File: src/rtl/mem_seq_pkg.sv
// mem_seq_pkg: shared widths, FSM state and request record for mem_req_sequencer (MEM_SEQ_BURST_EN selects burst reads)
package mem_seq_pkg;
  localparam int ADDR_W = 8;
  localparam int DATA_W = 8;
  localparam int LEN_W  = 4;
  typedef enum logic [1:0] {IDLE, ACCESS, RESP} state_e;
  typedef struct packed {
    logic              write;
    logic [ADDR_W-1:0] addr;
    logic [DATA_W-1:0] wdata;
    logic [LEN_W-1:0]  len;
  } req_t;
endpackage

File: src/rtl/mem_seq_addr_gen.sv
// mem_seq_addr_gen: loadable wrapping address counter with remaining-beat count and last flag
module mem_seq_addr_gen #(
  parameter int ADDR_W = mem_seq_pkg::ADDR_W,
  parameter int LEN_W  = mem_seq_pkg::LEN_W
) (
  input  logic              clk,
  input  logic              rst_n,
  input  logic              load_i,
  input  logic              step_i,
  input  logic [ADDR_W-1:0] addr_i,
  input  logic [LEN_W-1:0]  len_i,
  output logic [ADDR_W-1:0] addr_o,
  output logic              last_o
);
  logic [ADDR_W-1:0] addr_q;
  logic [LEN_W-1:0]  rem_q;
  // load start address and extra beats on accept; advance one beat per step, wrapping naturally
  always_ff @(posedge clk) begin
    if (!rst_n) begin
      addr_q <= '0;
      rem_q  <= '0;
    end else if (load_i) begin
      addr_q <= addr_i;
      rem_q  <= len_i;
    end else if (step_i) begin
      addr_q <= addr_q + 1'b1;
      rem_q  <= rem_q - 1'b1;
    end
  end
  assign addr_o = addr_q;
  assign last_o = (rem_q == '0);
endmodule

File: src/rtl/mem_req_sequencer.sv
// mem_req_sequencer: valid/ready request sequencer driving a 256x8 array; define MEM_SEQ_BURST_EN for multi-beat reads
module mem_req_sequencer #(
  parameter int ADDR_W = mem_seq_pkg::ADDR_W,
  parameter int DATA_W = mem_seq_pkg::DATA_W,
  parameter int LEN_W  = mem_seq_pkg::LEN_W
) (
  input  logic              clk,
  input  logic              rst_n,
  input  logic              req_valid,
  output logic              req_ready,
  input  logic              req_write,
  input  logic [ADDR_W-1:0] req_addr,
  input  logic [DATA_W-1:0] req_wdata,
  input  logic [LEN_W-1:0]  req_len,
  output logic              rsp_valid,
  input  logic              rsp_ready,
  output logic [DATA_W-1:0] rsp_data,
  output logic              rsp_write,
  output logic              rsp_last,
  output logic [ADDR_W-1:0] mem_address,
  output logic [DATA_W-1:0] mem_data_in,
  input  logic [DATA_W-1:0] mem_data_out,
  output logic              mem_read_write,
  output logic              mem_chip_en,
  output logic              busy
);
  import mem_seq_pkg::*;
  state_e            state_q;
  logic              write_q;
  logic [DATA_W-1:0] data_in_q;
  logic              rw_q;
  logic              ce_q;
  logic              rsp_valid_q;
  logic [DATA_W-1:0] rsp_data_q;
  logic              rsp_write_q;
  logic              rsp_last_q;
  logic [ADDR_W-1:0] addr;
  logic              last;
  logic              accept;
  logic              next_beat;
  assign req_ready = (state_q == IDLE) && rst_n;
  assign accept    = req_valid && req_ready;
  assign next_beat = (state_q == RESP) && rsp_ready && !last;
`ifdef MEM_SEQ_BURST_EN
  mem_seq_addr_gen #(.ADDR_W(ADDR_W), .LEN_W(LEN_W)) u_addr_gen (
    .clk    (clk),
    .rst_n  (rst_n),
    .load_i (accept),
    .step_i (next_beat),
    .addr_i (req_addr),
    .len_i  (req_write ? '0 : req_len),
    .addr_o (addr),
    .last_o (last)
  );
`else
  logic [ADDR_W-1:0] addr_q;
  // single-beat build: hold the captured address; every beat is the last
  always_ff @(posedge clk) begin
    if (!rst_n) addr_q <= '0;
    else if (accept) addr_q <= req_addr;
  end
  assign addr = addr_q;
  assign last = 1'b1;
`endif
  // sequencer FSM with registered array strobes and response holding register
  always_ff @(posedge clk) begin
    if (!rst_n) begin
      state_q     <= IDLE;
      write_q     <= 1'b0;
      data_in_q   <= '0;
      rw_q        <= 1'b0;
      ce_q        <= 1'b0;
      rsp_valid_q <= 1'b0;
      rsp_data_q  <= '0;
      rsp_write_q <= 1'b0;
      rsp_last_q  <= 1'b0;
    end else begin
      case (state_q)
        IDLE: if (accept) begin
          state_q   <= ACCESS;
          write_q   <= req_write;
          data_in_q <= req_write ? req_wdata : '0;
          rw_q      <= req_write;
          ce_q      <= 1'b1;
        end
        ACCESS: begin
          state_q     <= RESP;
          ce_q        <= 1'b0;
          rw_q        <= 1'b0;
          rsp_valid_q <= 1'b1;
          rsp_data_q  <= write_q ? '0 : mem_data_out;
          rsp_write_q <= write_q;
          rsp_last_q  <= last;
        end
        RESP: if (rsp_ready) begin
          rsp_valid_q <= 1'b0;
          state_q     <= last ? IDLE : ACCESS;
          ce_q        <= !last;
        end
        default: state_q <= IDLE;
      endcase
    end
  end
  assign mem_address    = addr;
  assign mem_data_in    = data_in_q;
  assign mem_read_write = rw_q;
  assign mem_chip_en    = ce_q;
  assign rsp_valid      = rsp_valid_q;
  assign rsp_data       = rsp_data_q;
  assign rsp_write      = rsp_write_q;
  assign rsp_last       = rsp_last_q;
  assign busy           = (state_q != IDLE);
endmodule
File: config.mk
export PLATFORM = sky130hd
export DESIGN_NAME = mem_req_sequencer
export DESIGN_NICKNAME = d
export VERILOG_FILES = /design/src/rtl/mem_seq_pkg.sv /design/src/rtl/mem_seq_addr_gen.sv /design/src/rtl/mem_req_sequencer.sv
export SDC_FILE = /design/constraint.sdc
export NUM_CORES = 1
export LEC_CHECK = 0
export ABC_AREA = 1
export BUFFER_PORTS_ARGS = -buffer_cell sky130_fd_sc_hd__clkbuf_2
export CORE_ASPECT_RATIO = 1.2
export CORE_MARGIN = 4
export CORE_UTILIZATION = 40
export CTS_CLUSTER_DIAMETER = 80
export DETAILED_ROUTE_END_ITERATION = 6
export GPL_TIMING_DRIVEN = 0
export PLACE_DENSITY_LB_ADDON = 0.05
export SLEW_MARGIN = 20
export SYNTH_ARGS = -nofsm -noshare
export SYNTH_HDL_FRONTEND = slang
export SYNTH_HIERARCHICAL = 1
export SYNTH_SLANG_ARGS = --single-unit
File: constraint.sdc
create_clock -name clk -period 1.8 [get_ports clk]
set_input_delay 0 -clock clk [delete_from_list [all_inputs] [get_ports clk]]
set_output_delay 0 -clock clk [all_outputs]
set_load 0.01 [all_outputs]
Word level (Yosys, flattened, before mapping)

Index checks and enable logic that the tools add are counted.
Widths: inputs -> output; s select.

Equality and inequality tests: 4
Multiplexer cells: 11
Reduce and logical (&&, ||, !) cells: 12

Operators by type and width:

| cell               | number |
|---|---|
| $mux 8             | 2 |
| $reduce_and 2->1   | 4 |
| $pmux 2 s3         | 1 |
| $reduce_bool 2->1  | 3 |
| $mux 2             | 2 |
| $ne 2x2->1 const B | 2 |
| $pmux 1 s2         | 2 |
| $mux 1             | 3 |
| $pmux 1 s3         | 1 |
| $reduce_and 3->1   | 1 |
| $reduce_bool 3->1  | 1 |
| $eq 2x1->1 const B | 1 |
| $eq 2x2->1 const B | 1 |
| $logic_and 1x1->1  | 2 |
| $logic_not 2->1    | 1 |

Output and inout bits: 31
Bits in registers: 32
Logic and storage cells: 37
Bits of input ports: 33

Longest topological paths before layout

Depth in word-level cells: 5
Gate-level depth with buffers: 8
Gate-level depth less buffers: 8

Worst setup path after synthesis

OpenSTA, ideal clock, no wires.

Path kind: reg2reg
From: reg state_q[0]
To: reg addr_q[0] (netlist: mem_address[0])
Stages on the path, launching flop included: 8
Arrival time: 1.232 ns
Clock period less this slack: 1.290 ns
Buffers on the path: 1
Setup slack: 0.510 ns
Data required time: 1.742 ns
Library setup time: 0.058 ns
Path through: dfxtp_1 inv_1 ha_1 nand3_2 buf_6 inv_1 nand2_1 nand2_1

Longest elaborated chain between the ends: 3

RTL lines:

| item                   | RTL line                | text |
|---|---|---|
| from (decl)            | mem_req_sequencer.sv:28 | `state_e state_q;` |
| from (signal assigned) | mem_req_sequencer.sv:97 | `state_q <= last ? IDLE : ACCESS;` |
| $logic_not 2->1        | mem_req_sequencer.sv:41 | `assign req_ready = (state_q == IDLE) && rst_n;` |
| $logic_and 1x1->1      | mem_req_sequencer.sv:41 |  |
| $logic_and 1x1->1      | mem_req_sequencer.sv:42 | `assign accept = req_valid && req_ready;` |
| to (signal assigned)   | mem_req_sequencer.sv:60 | `else if (accept) addr_q <= req_addr;` |
| to (decl)              | mem_req_sequencer.sv:56 | `logic [ADDR_W-1:0] addr_q;` |

No other way between the ends.
A chain may end at the register's enable or synchronous reset.

Worst setup path in the final report

From: reg state_q[1]
To: reg rsp_valid_q (netlist: rsp_valid)

Longest elaborated chain between the ends: 3
Elaborated cells between the ends (all ways): 6
Those cells by class: eq/ne: 3; mux: 1; reduce/logical: 2

RTL lines:

| item                                                             | RTL line                | text |
|---|---|---|
| $eq 2x2->1 / $eq 2x1->1 (equally long branches)                  | mem_req_sequencer.sv:78 | `case (state_q)` |
| $ne 2x2->1 (no line) / $reduce_bool 2->1 (equally long branches) | -                       |  |
| $reduce_and 2->1 (no line)                                       | -                       |  |
| to (signal assigned)                                             | mem_req_sequencer.sv:73 | `rsp_valid_q <= 1'b0;` |
| to (signal assigned)                                             | mem_req_sequencer.sv:90 | `rsp_valid_q <= 1'b1;` |
| to (signal assigned)                                             | mem_req_sequencer.sv:96 | `rsp_valid_q <= 1'b0;` |
| to (decl)                                                        | mem_req_sequencer.sv:33 | `logic rsp_valid_q;` |

Several ways; a longest one is shown, not always the timed one.

==> results.txt <==
Status = complete, no violations
CTS Buf Count = 5
Wire length per cell = 11.54 um
Antenna Nets Post-Route = 0
All-Layer GR Usage = 17.98%
Vias/cell = 4.566
Synth warnings = 6
Sink Count = 32
R2R setup slack = 0.14 ns
Worst hold path class = input pin to register
Setup repair bufs after CTS = 0
CORE AREA = 2890 um2
Synth area leader = dfxtp_1
Reg2reg path depth = 5
# setup viols final = 0
Skew-Pair Late Insertion Delay = 0.34 ns
DRT Pass-1 Iters = 4
Lkg Pwr = 0.9513 nW
Die height = 69.02 um
Final setup TNS = 0 ns
Deepest clock path buffer count = 2
Worst path slowest cell = dlygate4sd3_1
Diodes inserted = 0
Nets = 291
CP max stage delay = 0.55 ns
Crit path arrival time = 1.89 ns
Post-synth top area share = 51.61%
1st-iter DRT viols = 56
CTS H-tree lvls = 2
Clk_skew = 0.007337 ns
Placed instance area = 1579 um2
Number of distinct library cells after synthesis = 20
Worst setup SP type = register
FMAX = 603.9 MHz
Residual DRC = 0
Number of cells on the critical path = 5
Clock-pin slew on the worst setup and hold paths = 0.10 ns
Number of global-route vias before repair = 1283
Die width = 58.85 um
Root buf cell = clkbuf_4
Cell chain of the critical path = inv_1 -> ha_1 -> o21ai_0 -> a21oi_1 -> dlygate4sd3_1
Number of synthesized flops with an enable pin = 0
WP buf/inv = 2
Crit path max-delay family = buffers and inverters
Crit path to = rsp_valid
Layout cells sized above 1 = 28.74%
CP Class = register to register
Most frequent cell after synthesis = nand2_1
Max VDD drop = 756.2 uV
Cell Rows = 21
Post-cts sizing count = 0
Port-buffer cells = 59
Tmin final = 1.656 ns
Setup crit start = state_q[1]
Final Hold Fails = 0
Slew @ Worst Pin = 0.4495 ns
Final wirelength = 3324 um
Leading cell types by count after synthesis = nand2_1, dfxtp_1, a21oi_1, inv_1, nand3_1
Mean Syn Cell Area = 7.757 um2
R2R Path Start = state_q[1]
Estimated wirelength of the detail-placed design = 2198 um
Register area share after synthesis = 51.61%
Synth Flop Type = dfxtp_1
Slew headroom = 70.03%
Area growth from synthesis to layout = 54.03%
Count of pins over their slew limit = 0
Register bit total from synthesis = 32
Total number of vias = 1315
Final GP Congestion = 0.6678
CP required = 2.03 ns
Ys async rst share = 0%
Worst-path maximum fanout = 5
Initial antenna violation count = 0
IO Pins = 64
Final Instance Area = 1912 um2
Worst Setup End Kind = register
Initial Util = 42.94%
Cell count after synthesis = 160
Tcrit/Tclk final = 92.00%
TritonCTS clock tree = yes
Die ar. = 4062 um2
Largest net degree at the start of global routing = 11
Reg-to-reg critical path endpoint = rsp_valid
GRT overflow = 0
Syn_nets = 198
RSZ-0062 raised after global routing = no
Top post-synthesis cells by area = dfxtp_1, nand2_1, a21oi_1
First-pass GRT wire length = 5616 um
Pwr dens = 1147 nW/um2
Post-Syn Area = 1241 um2
Max-cap viol count = 0
flip-flops by register name, summed over array words and instances, names as in the netlist:
| name | cells |
|---|---|
| mem_address | 8 |
| mem_data_in | 8 |
| rsp_data | 8 |
| state_q | 2 |
| mem_chip_en | 1 |
| mem_read_write | 1 |
| rsp_last | 1 |
| rsp_valid | 1 |
| rsp_write | 1 |
| write_q | 1 |
worst min-delay path by stage:
stage           startpoint             end  cells after the start
3_5_place_dp   req_addr[5]  mem_address[5]                      3
5_1_grt          req_write         write_q                      5
4_1_cts          req_write         write_q                      5
2_1_floorplan  req_addr[0]  mem_address[0]                      2
3_3_place_gp   req_addr[4]  mem_address[4]                      3
6_report         req_write  mem_data_in[2]                      5
placed cells by master (no fill, tap or decap):
cell / synthesis / layout
o21ai_0: 4 / 4
a21oi_2: 1 / 1
a21oi_1: 19 / 19
or2_2: 1 / 1
buf_6: 1 / 1
clkinvlp_4: 0 / 1
clkbuf_8: 0 / 1
nor2_1: 8 / 8
clkbuf_4: 0 / 5
nand4_1: 1 / 1
buf_2: 1 / 1
dfxtp_1: 32 / 32
nand3_1: 9 / 9
nor2_4: 1 / 1
clkbuf_2: 0 / 59
inv_1: 13 / 13
buf_1: 1 / 1
clkbuf_1: 2 / 3
o211ai_1: 1 / 1
ha_1: 5 / 5
clkinv_1: 1 / 1
dlygate4sd3_1: 0 / 27
nand3_2: 1 / 1
nand2_1: 57 / 57
inv_2: 1 / 1
power by group:
part	total (mW)	internal, mW	switching (mW)	leakage (nW)
registers	0.924	0.845	0.0792	0.262
clock network	0.442	0.191	0.251	0.0315
logic	0.826	0.344	0.482	0.658
layout make-up:
class | count | area [um2]
plain buffers | 5 | 27.53
well taps | 34 | 42.54
clock inverters | 1 | 7.507
repair buffers | 86 | 565.5
flip-flops and latches | 32 | 640.6
inverters | 15 | 56.30
multi-input cells | 108 | 516.7
clock buffers | 7 | 55.05
fillers | 254 | 978.4
cells by family after synthesis:
family                   share of synthesized area, %
AO/OA/AOI/OAI                                   10.58
adder cells (fa/ha/maj)                         5.040
buffers and inverters                           6.753
flip-flops                                      51.61
AND/OR/NAND/NOR                                 26.01
repair_timing:
item / in CTS / in global routing
setup endpoints to repair: 0 / 0
hold buffers: 27 / 0
endpoints found under the hold margin: 28 / 0
per-layer routing:
metal | wire length, um | GRT usage, % | share of wire [%] | up-vias
met4 | 76 | 9.068 | 2.3 | 0
met5 | 0 | 0 | 0 | -
met3 | 223 | 4.291 | 6.7 | 8
li1 | - | - | - | 687
met2 | 1724 | 31.08 | 52 | 49
met1 | 1299 | 19.66 | 39 | 571
worst reg2reg max path, stage by stage (launching register included):
cell and delay (ns):
dfxtp_1 0.38, inv_1 0.10, ha_1 0.26, o21ai_0 0.19, a21oi_1 0.05, dlygate4sd3_1 0.55
stage by stage:
step | power [mW] | setup slack [ns] | hold WS (ns) | std cells | util [%]
2_1_floorplan | 1.428 | 0.5099 | 0.1106 | 160 | -
3_3_place_gp | 1.684 | 0.2825 | 0.1953 | 253 | 54.63
3_5_place_dp | 1.712 | 0.2412 | 0.2033 | 253 | 54.63
4_1_cts | 2.206 | 0.1655 | 0.02869 | 288 | 66.15
5_1_grt | 2.373 | 0.005159 | 0.02980 | 288 | 66.15
6_report | 2.192 | 0.1441 | 0.03282 | 288 | 66.15
Note: power is estimated with default switching activity, not from simulation.
